--- src/rtl/mem_word_master.sv ---
// Word-wide request port to bit-serial banked memory access, LSB first, one bit per cycle.
// Optional write-verify re-read pass is enabled by defining MEM_MASTER_WRVERIFY_EN.
module mem_word_master #(
   parameter  int ADDR_W    = 20,
   parameter  int WORD_LOG2 = 3,
   localparam int WORD_W    = 1 << WORD_LOG2
) (
   input  logic                        clk,
   input  logic                        rst,
   input  logic                        req_valid,
   output logic                        req_ready,
   input  logic                        req_write,
   input  logic [1:0]                  req_bank,
   input  logic [ADDR_W-WORD_LOG2-1:0] req_addr,
   input  logic [WORD_W-1:0]           req_wdata,
   output logic                        resp_valid,
   input  logic                        resp_ready,
   output logic [WORD_W-1:0]           resp_rdata,
   output logic                        resp_err,
   output logic                        mem_read_rq,
   output logic                        mem_write_rq,
   output logic [1:0]                  mem_sel,
   output logic [ADDR_W-1:0]           mem_addr,
   output logic                        mem_write_data,
   input  logic                        mem_read_data
);

   // state    | meaning
   // S_IDLE   | waiting for a request, req_ready high
   // S_WRITE  | driving one write bit per cycle
   // S_READ   | sampling one read bit per cycle
   // S_VERIFY | re-reading written bits and comparing (write-verify build only)
   // S_RESP   | holding response until resp_ready
   typedef enum logic [2:0] {S_IDLE, S_WRITE, S_READ, S_VERIFY, S_RESP} state_t;

   localparam logic [WORD_LOG2-1:0] IDX_LAST = WORD_LOG2'(WORD_W - 1);

   state_t                        state_q, state_d;
   logic [WORD_LOG2-1:0]          idx_q;
   logic [1:0]                    bank_q;
   logic [ADDR_W-WORD_LOG2-1:0]   addr_q;
   logic [WORD_W-1:0]             wdata_q;
   logic [WORD_W-1:0]             rdata_q;
   logic                          idx_last;

   assign idx_last = (idx_q == IDX_LAST);

   always_ff @(posedge clk) begin
      if (rst) state_q <= S_IDLE;
      else     state_q <= state_d;
   end

   always_comb begin
      state_d = state_q;
      unique case (state_q)
         S_IDLE:   if (req_valid) state_d = req_write ? S_WRITE : S_READ;
`ifdef MEM_MASTER_WRVERIFY_EN
         S_WRITE:  if (idx_last) state_d = S_VERIFY;
         S_VERIFY: if (idx_last) state_d = S_RESP;
`else
         S_WRITE:  if (idx_last) state_d = S_RESP;
`endif
         S_READ:   if (idx_last) state_d = S_RESP;
         S_RESP:   if (resp_ready) state_d = S_IDLE;
         default:  state_d = S_IDLE;
      endcase
   end

   always_comb begin
      req_ready    = (state_q == S_IDLE);
      resp_valid   = (state_q == S_RESP);
      mem_write_rq = (state_q == S_WRITE);
      mem_read_rq  = (state_q == S_READ) || (state_q == S_VERIFY);
   end

   // Everything below is a register or a decode of registers, so the memory
   // port only moves on state/idx updates.
   assign mem_sel        = bank_q;
   assign mem_addr       = {addr_q, idx_q};
   assign mem_write_data = (state_q == S_WRITE) & wdata_q[idx_q];
   assign resp_rdata     = rdata_q;

`ifdef MEM_MASTER_WRVERIFY_EN
   logic err_q;
   assign resp_err = err_q;
`else
   assign resp_err = 1'b0;
`endif

   always_ff @(posedge clk) begin
      if (rst) begin
         idx_q   <= '0;
         bank_q  <= '0;
         addr_q  <= '0;
         wdata_q <= '0;
         rdata_q <= '0;
`ifdef MEM_MASTER_WRVERIFY_EN
         err_q   <= 1'b0;
`endif
      end else begin
         unique case (state_q)
            S_IDLE: if (req_valid) begin
               bank_q  <= req_bank;
               addr_q  <= req_addr;
               wdata_q <= req_wdata;
               idx_q   <= '0;
               rdata_q <= '0;
`ifdef MEM_MASTER_WRVERIFY_EN
               err_q   <= 1'b0;
`endif
            end
            // idx wraps to 0 on the last bit, ready for the verify pass
            S_WRITE: idx_q <= idx_q + WORD_LOG2'(1);
            S_READ: begin
               rdata_q[idx_q] <= mem_read_data;
               idx_q          <= idx_q + WORD_LOG2'(1);
            end
            S_VERIFY: begin
`ifdef MEM_MASTER_WRVERIFY_EN
               if (mem_read_data != wdata_q[idx_q]) err_q <= 1'b1;
`endif
               idx_q <= idx_q + WORD_LOG2'(1);
            end
            default: ;
         endcase
      end
   end

endmodule

--- config.mk ---
export PLATFORM = sky130hd
export DESIGN_NAME = mem_word_master
export DESIGN_NICKNAME = d
export VERILOG_FILES = /design/src/rtl/mem_word_master.sv
export SDC_FILE = /design/constraint.sdc
export NUM_CORES = 1
export LEC_CHECK = 0
export CORE_MARGIN = 5
export CORE_UTILIZATION = 40
export DETAILED_ROUTE_END_ITERATION = 16
export GPL_TIMING_DRIVEN = 1
export PLACE_DENSITY = 0.74
export SLEW_MARGIN = 15
export SYNTH_ARGS = -nofsm -noshare
export SYNTH_HDL_FRONTEND = slang
export SYNTH_SLANG_ARGS = --single-unit
--- constraint.sdc ---
create_clock -name clk -period 4.7 [get_ports clk]
set_input_delay 1.175 -clock clk [delete_from_list [all_inputs] [get_ports clk]]
set_output_delay 1.175 -clock clk [all_outputs]
set_load 0.05 [all_outputs]
==> metrics.log <==
[metrics] post-route clock period utilization: about three quarters
[metrics] average wire length per cell after detail routing: between 10 and 15 um
[metrics] IR Drop Worst-Case VDD: between 0.0002 and 0.00025 V
[metrics] DRC errors left: 0
[metrics] dominant combinational cell family by area after synthesis: simple AND/OR/NAND/NOR gates
[metrics] Cell Count, Final, Fillers Out: approximately 340
[metrics] most frequent cells after synthesis: sky130_fd_sc_hd__nand2_1 (60), sky130_fd_sc_hd__dfxtp_1 (41), sky130_fd_sc_hd__a21oi_1 (38)
[metrics] Setup Viol. Count Final: 0
[metrics] run status: completed
[metrics] area of the placeable core: approximately 4400 um2
[metrics] Sink Count: a little over 40
[metrics] router iterations before antenna repair: 4
[metrics] Period minus WS final: roughly 3.6 ns
[metrics] CTS root buf: sky130_fd_sc_hd__clkbuf_8
[metrics] cell row count: 24
[metrics] worst setup path endpoint: mem_write_data
[metrics] total clock buffers created by CTS: 5
[metrics] horizontal extent of the die: 77.35 um
[metrics] adder-cell share of the synthesized area: 1.379%
[metrics] synthesis-to-finish area growth: 41.72%
[metrics] level count of the clock H-tree: 2
[metrics] total track usage: 14.36%
[metrics] first-pass GRT wire length: just over 7 mm
[metrics] start point of the critical path: idx_q[1]
[metrics] Initial DRC Count: ~100
[metrics] worst stage delay on the critical path: 0.85 ns
[metrics] slowest stage cell on the critical path: sky130_fd_sc_hd__clkdlybuf4s50_1
[metrics] wire length after detailed routing: roughly 4.4 mm
[metrics] number of buffers inserted for hold repair after clock tree synthesis: 0
[metrics] area leader, netlist: sky130_fd_sc_hd__dfxtp_1
[metrics] via count of the first global-routing pass: roughly 1.7k
[metrics] share of synthesized area spent on multiplexers: 2.828%
[metrics] synthesized flop and latch total: between 40 and 50
[metrics] RR Startpoint: state_q[1]
[metrics] clock transition at the registers of the reported paths: about 0.080 ns
[metrics] worst r2r path cells: 4
[metrics] predominant post-synthesis flop cell: sky130_fd_sc_hd__dfxtp_1
[metrics] maximum net fanout on the critical path: 17
[metrics] min-delay worst type: reg -> reg
[metrics] sequential cell area fraction in the yosys report: a little under half
[metrics] maximum number of pins on one net before global-route repair: 32
[metrics] Avg Cell Area, Syn: slightly below 8 um2
[metrics] routed via count divided by cell count: a little over 5
[metrics] maximum clock path buffer count: 2
[metrics] Worst Setup Path Type: reg -> out
[metrics] transition time of the tightest slew-check pin: 0.9956 ns
[metrics] synthesized-area fraction occupied by ao, oa, aoi and oai cells: approximately 18%
[metrics] HPWL after detailed placement: ~3.1 mm
[metrics] Critical R2R Capture: resp_rdata[2]
[metrics] WP data required: ~3.5 ns
[metrics] Clock Skew: ~0.0063 ns
[metrics] count of pins over their slew limit: 0
[metrics] fmax: 0.2764 GHz
[metrics] # Post-CTS Setup Buffers: 0
[metrics] crit path launch type: register
[metrics] Skew-Pair Late Insertion Delay: around 0.30 ns
[metrics] number of cells on the worst hold path: 2
[metrics] post-synthesis xor/xnor area fraction: 0%
[metrics] Hold Violations, Final: 0
[metrics] setup repair after global routing missed its margin: no
[metrics] Pleak: around 0.93 nW
[metrics] nets: ~320
[metrics] most frequent cell after synthesis: sky130_fd_sc_hd__nand2_1
[metrics] count of mapped cells out of synthesis: 231
[metrics] GR Overflow Total: 0
[metrics] FFs w/ async S/R, synth: 0%
[metrics] final RePlAce weighted congestion: ~0.77
[metrics] areal power density over the cells: ~350 nW/um2
[metrics] summed area of non-filler cells in the final layout: between 2000 and 3000 um2
[metrics] max cap viols: 0
[metrics] Die Footprint: 5982 um2
[metrics] number of cells after detailed placement: roughly 330
[metrics] share of synthesized cell area in and, or, nand and nor gates: between 20% and 30%
[metrics] number of gates given a new drive strength after cts: 0
[metrics] dominant cells by area after synthesis: sky130_fd_sc_hd__dfxtp_1 (45%), sky130_fd_sc_hd__nand2_1 (12%), sky130_fd_sc_hd__a21oi_1 (10%), sky130_fd_sc_hd__nor2_1 (2.5%), sky130_fd_sc_hd__a32o_1 (2.2%)
[metrics] count of synthesis-stage warnings from yosys: 0
[metrics] critical-path cell list: mux2i_1 > o21ai_0 > a21oi_1 > a21boi_0 > clkdlybuf4s50_1
[metrics] Netlist cell types: 36
[metrics] starting density of the core: just over 40%
[metrics] floorplan die height: roughly 77 um
[metrics] count of buffers inserted at the top-level ports: 67
[metrics] sum of negative setup slack: 0 ns
[metrics] Top-Level Pins: 69
[metrics] fraction of final layout cells with drive strength greater than 1: 4.498%
[metrics] synthesized cell area: 1814 um2
[metrics] total placed instance area: 2481 um2
[metrics] max-slew headroom at the worst pin: 33.63%
[metrics] initial antenna violation count: 0
[metrics] routed vias: 1723
[metrics] clock tree from TritonCTS: built
[metrics] top cell type's share of synthesized area: roughly 45%
[metrics] antenna diode count: 0
[metrics] kind of end point of the critical path: output port
[metrics] data arrival time of the critical path: between 2 and 2.5 ns
[metrics] number of flops mapped to enable cells by yosys: 0
[metrics] antenna-violating nets left: 0
[metrics] setup slack, reg-to-reg: 2.48 ns
[metrics] nets in the synthesized netlist: about 270
[worst min path at each step]
stage	start	to	slack, ns
2_1_floorplan	wdata_q[0]	wdata_q[0]	0.44
3_3_place_gp	mem_sel[0]	mem_sel[0]	0.44
3_5_place_dp	addr_q[10]	addr_q[10]	0.45
4_1_cts	addr_q[14]	addr_q[14]	0.46
5_1_grt	wdata_q[6]	wdata_q[6]	0.48
6_report	addr_q[14]	addr_q[14]	0.46
[cell usage in the layout, fill, tap and decap left out, types with 2 or more instances in the layout]
cell type	instances
sky130_fd_sc_hd__a21oi_1	38
sky130_fd_sc_hd__a31oi_1	2
sky130_fd_sc_hd__a32o_1	4
sky130_fd_sc_hd__and2_1	2
sky130_fd_sc_hd__buf_4	2
sky130_fd_sc_hd__clkbuf_8	5
sky130_fd_sc_hd__clkdlybuf4s50_1	67
sky130_fd_sc_hd__dfxtp_1	41
sky130_fd_sc_hd__ha_1	2
sky130_fd_sc_hd__inv_1	3
sky130_fd_sc_hd__mux2i_1	4
sky130_fd_sc_hd__nand2_1	60
sky130_fd_sc_hd__nand2b_1	4
sky130_fd_sc_hd__nand3_1	6
sky130_fd_sc_hd__nor2_1	12
sky130_fd_sc_hd__nor2b_1	4
sky130_fd_sc_hd__nor3_1	2
sky130_fd_sc_hd__nor3b_1	2
sky130_fd_sc_hd__nor4b_1	2
sky130_fd_sc_hd__o211ai_1	2
sky130_fd_sc_hd__o21ai_0	2
sky130_fd_sc_hd__o21ai_1	5
sky130_fd_sc_hd__o32ai_1	2
sky130_fd_sc_hd__or3b_1	2
[routing by layer]
metal / up-vias / global-route usage [%] / part of all wire, %
li1: 897 / - / -
met1: 766 / 16.83 / 44
met2: 51 / 23.82 / 46
met3: 9 / 5.440 / 8.0
met4: 0 / 5.326 / 1.6
met5: - / 0 / 0
[critical path, delay by kind of cell (launching register included)]
family | cells | cell delay [ns]
buf+inv | 1 | 0.85
flops | 1 | 0.66
compound gates | 3 | 0.50
mux | 1 | 0.13
[logic make-up (layout without fill, tap and decap cells)]
group,after synthesis,in the layout
other cells,1,1
simple gates,103,103
buf+inv,22,80
fa+ha+maj,2,2
compound gates,57,57
mux,5,5
flops,41,41
[layout make-up]
cell class	count	area, um2
multi-input combinational	168	898.4
timing repair buffer	69	685.7
sequential	41	820.8
clock buffer	5	68.82
tap	52	65.06
inverter	3	11.26
clock inverter	3	21.27
fill	436	1813
[registers in the layout, indices dropped and copies added (netlist names)]
signal,flops
addr_q,17
state_q,3
mem_sel,2
resp_rdata,8
wdata_q,8
idx_q,3
[where the power goes]
group / internal, mW / leakage (nW) / switching [mW] / total (mW)
combinational: 0.0997 / 0.554 / 0.158 / 0.258
sequential: 0.373 / 0.335 / 0.0283 / 0.401
clock: 0.105 / 0.0445 / 0.133 / 0.238
[stage by stage]
stage	util (%)	hold WS, ns	total power [mW]	worst slack (ns)
floorplan	-	0.4357	0.5809	0.4763
global placement	56.59	0.4406	0.6658	1.361
detailed placement	56.59	0.4478	0.6682	1.350
CTS	58.65	0.4586	0.9062	1.058
global route	58.65	0.4788	0.9411	0.8424
finish	58.65	0.4557	0.8966	1.082
Power figures use the tool's default switching activity.
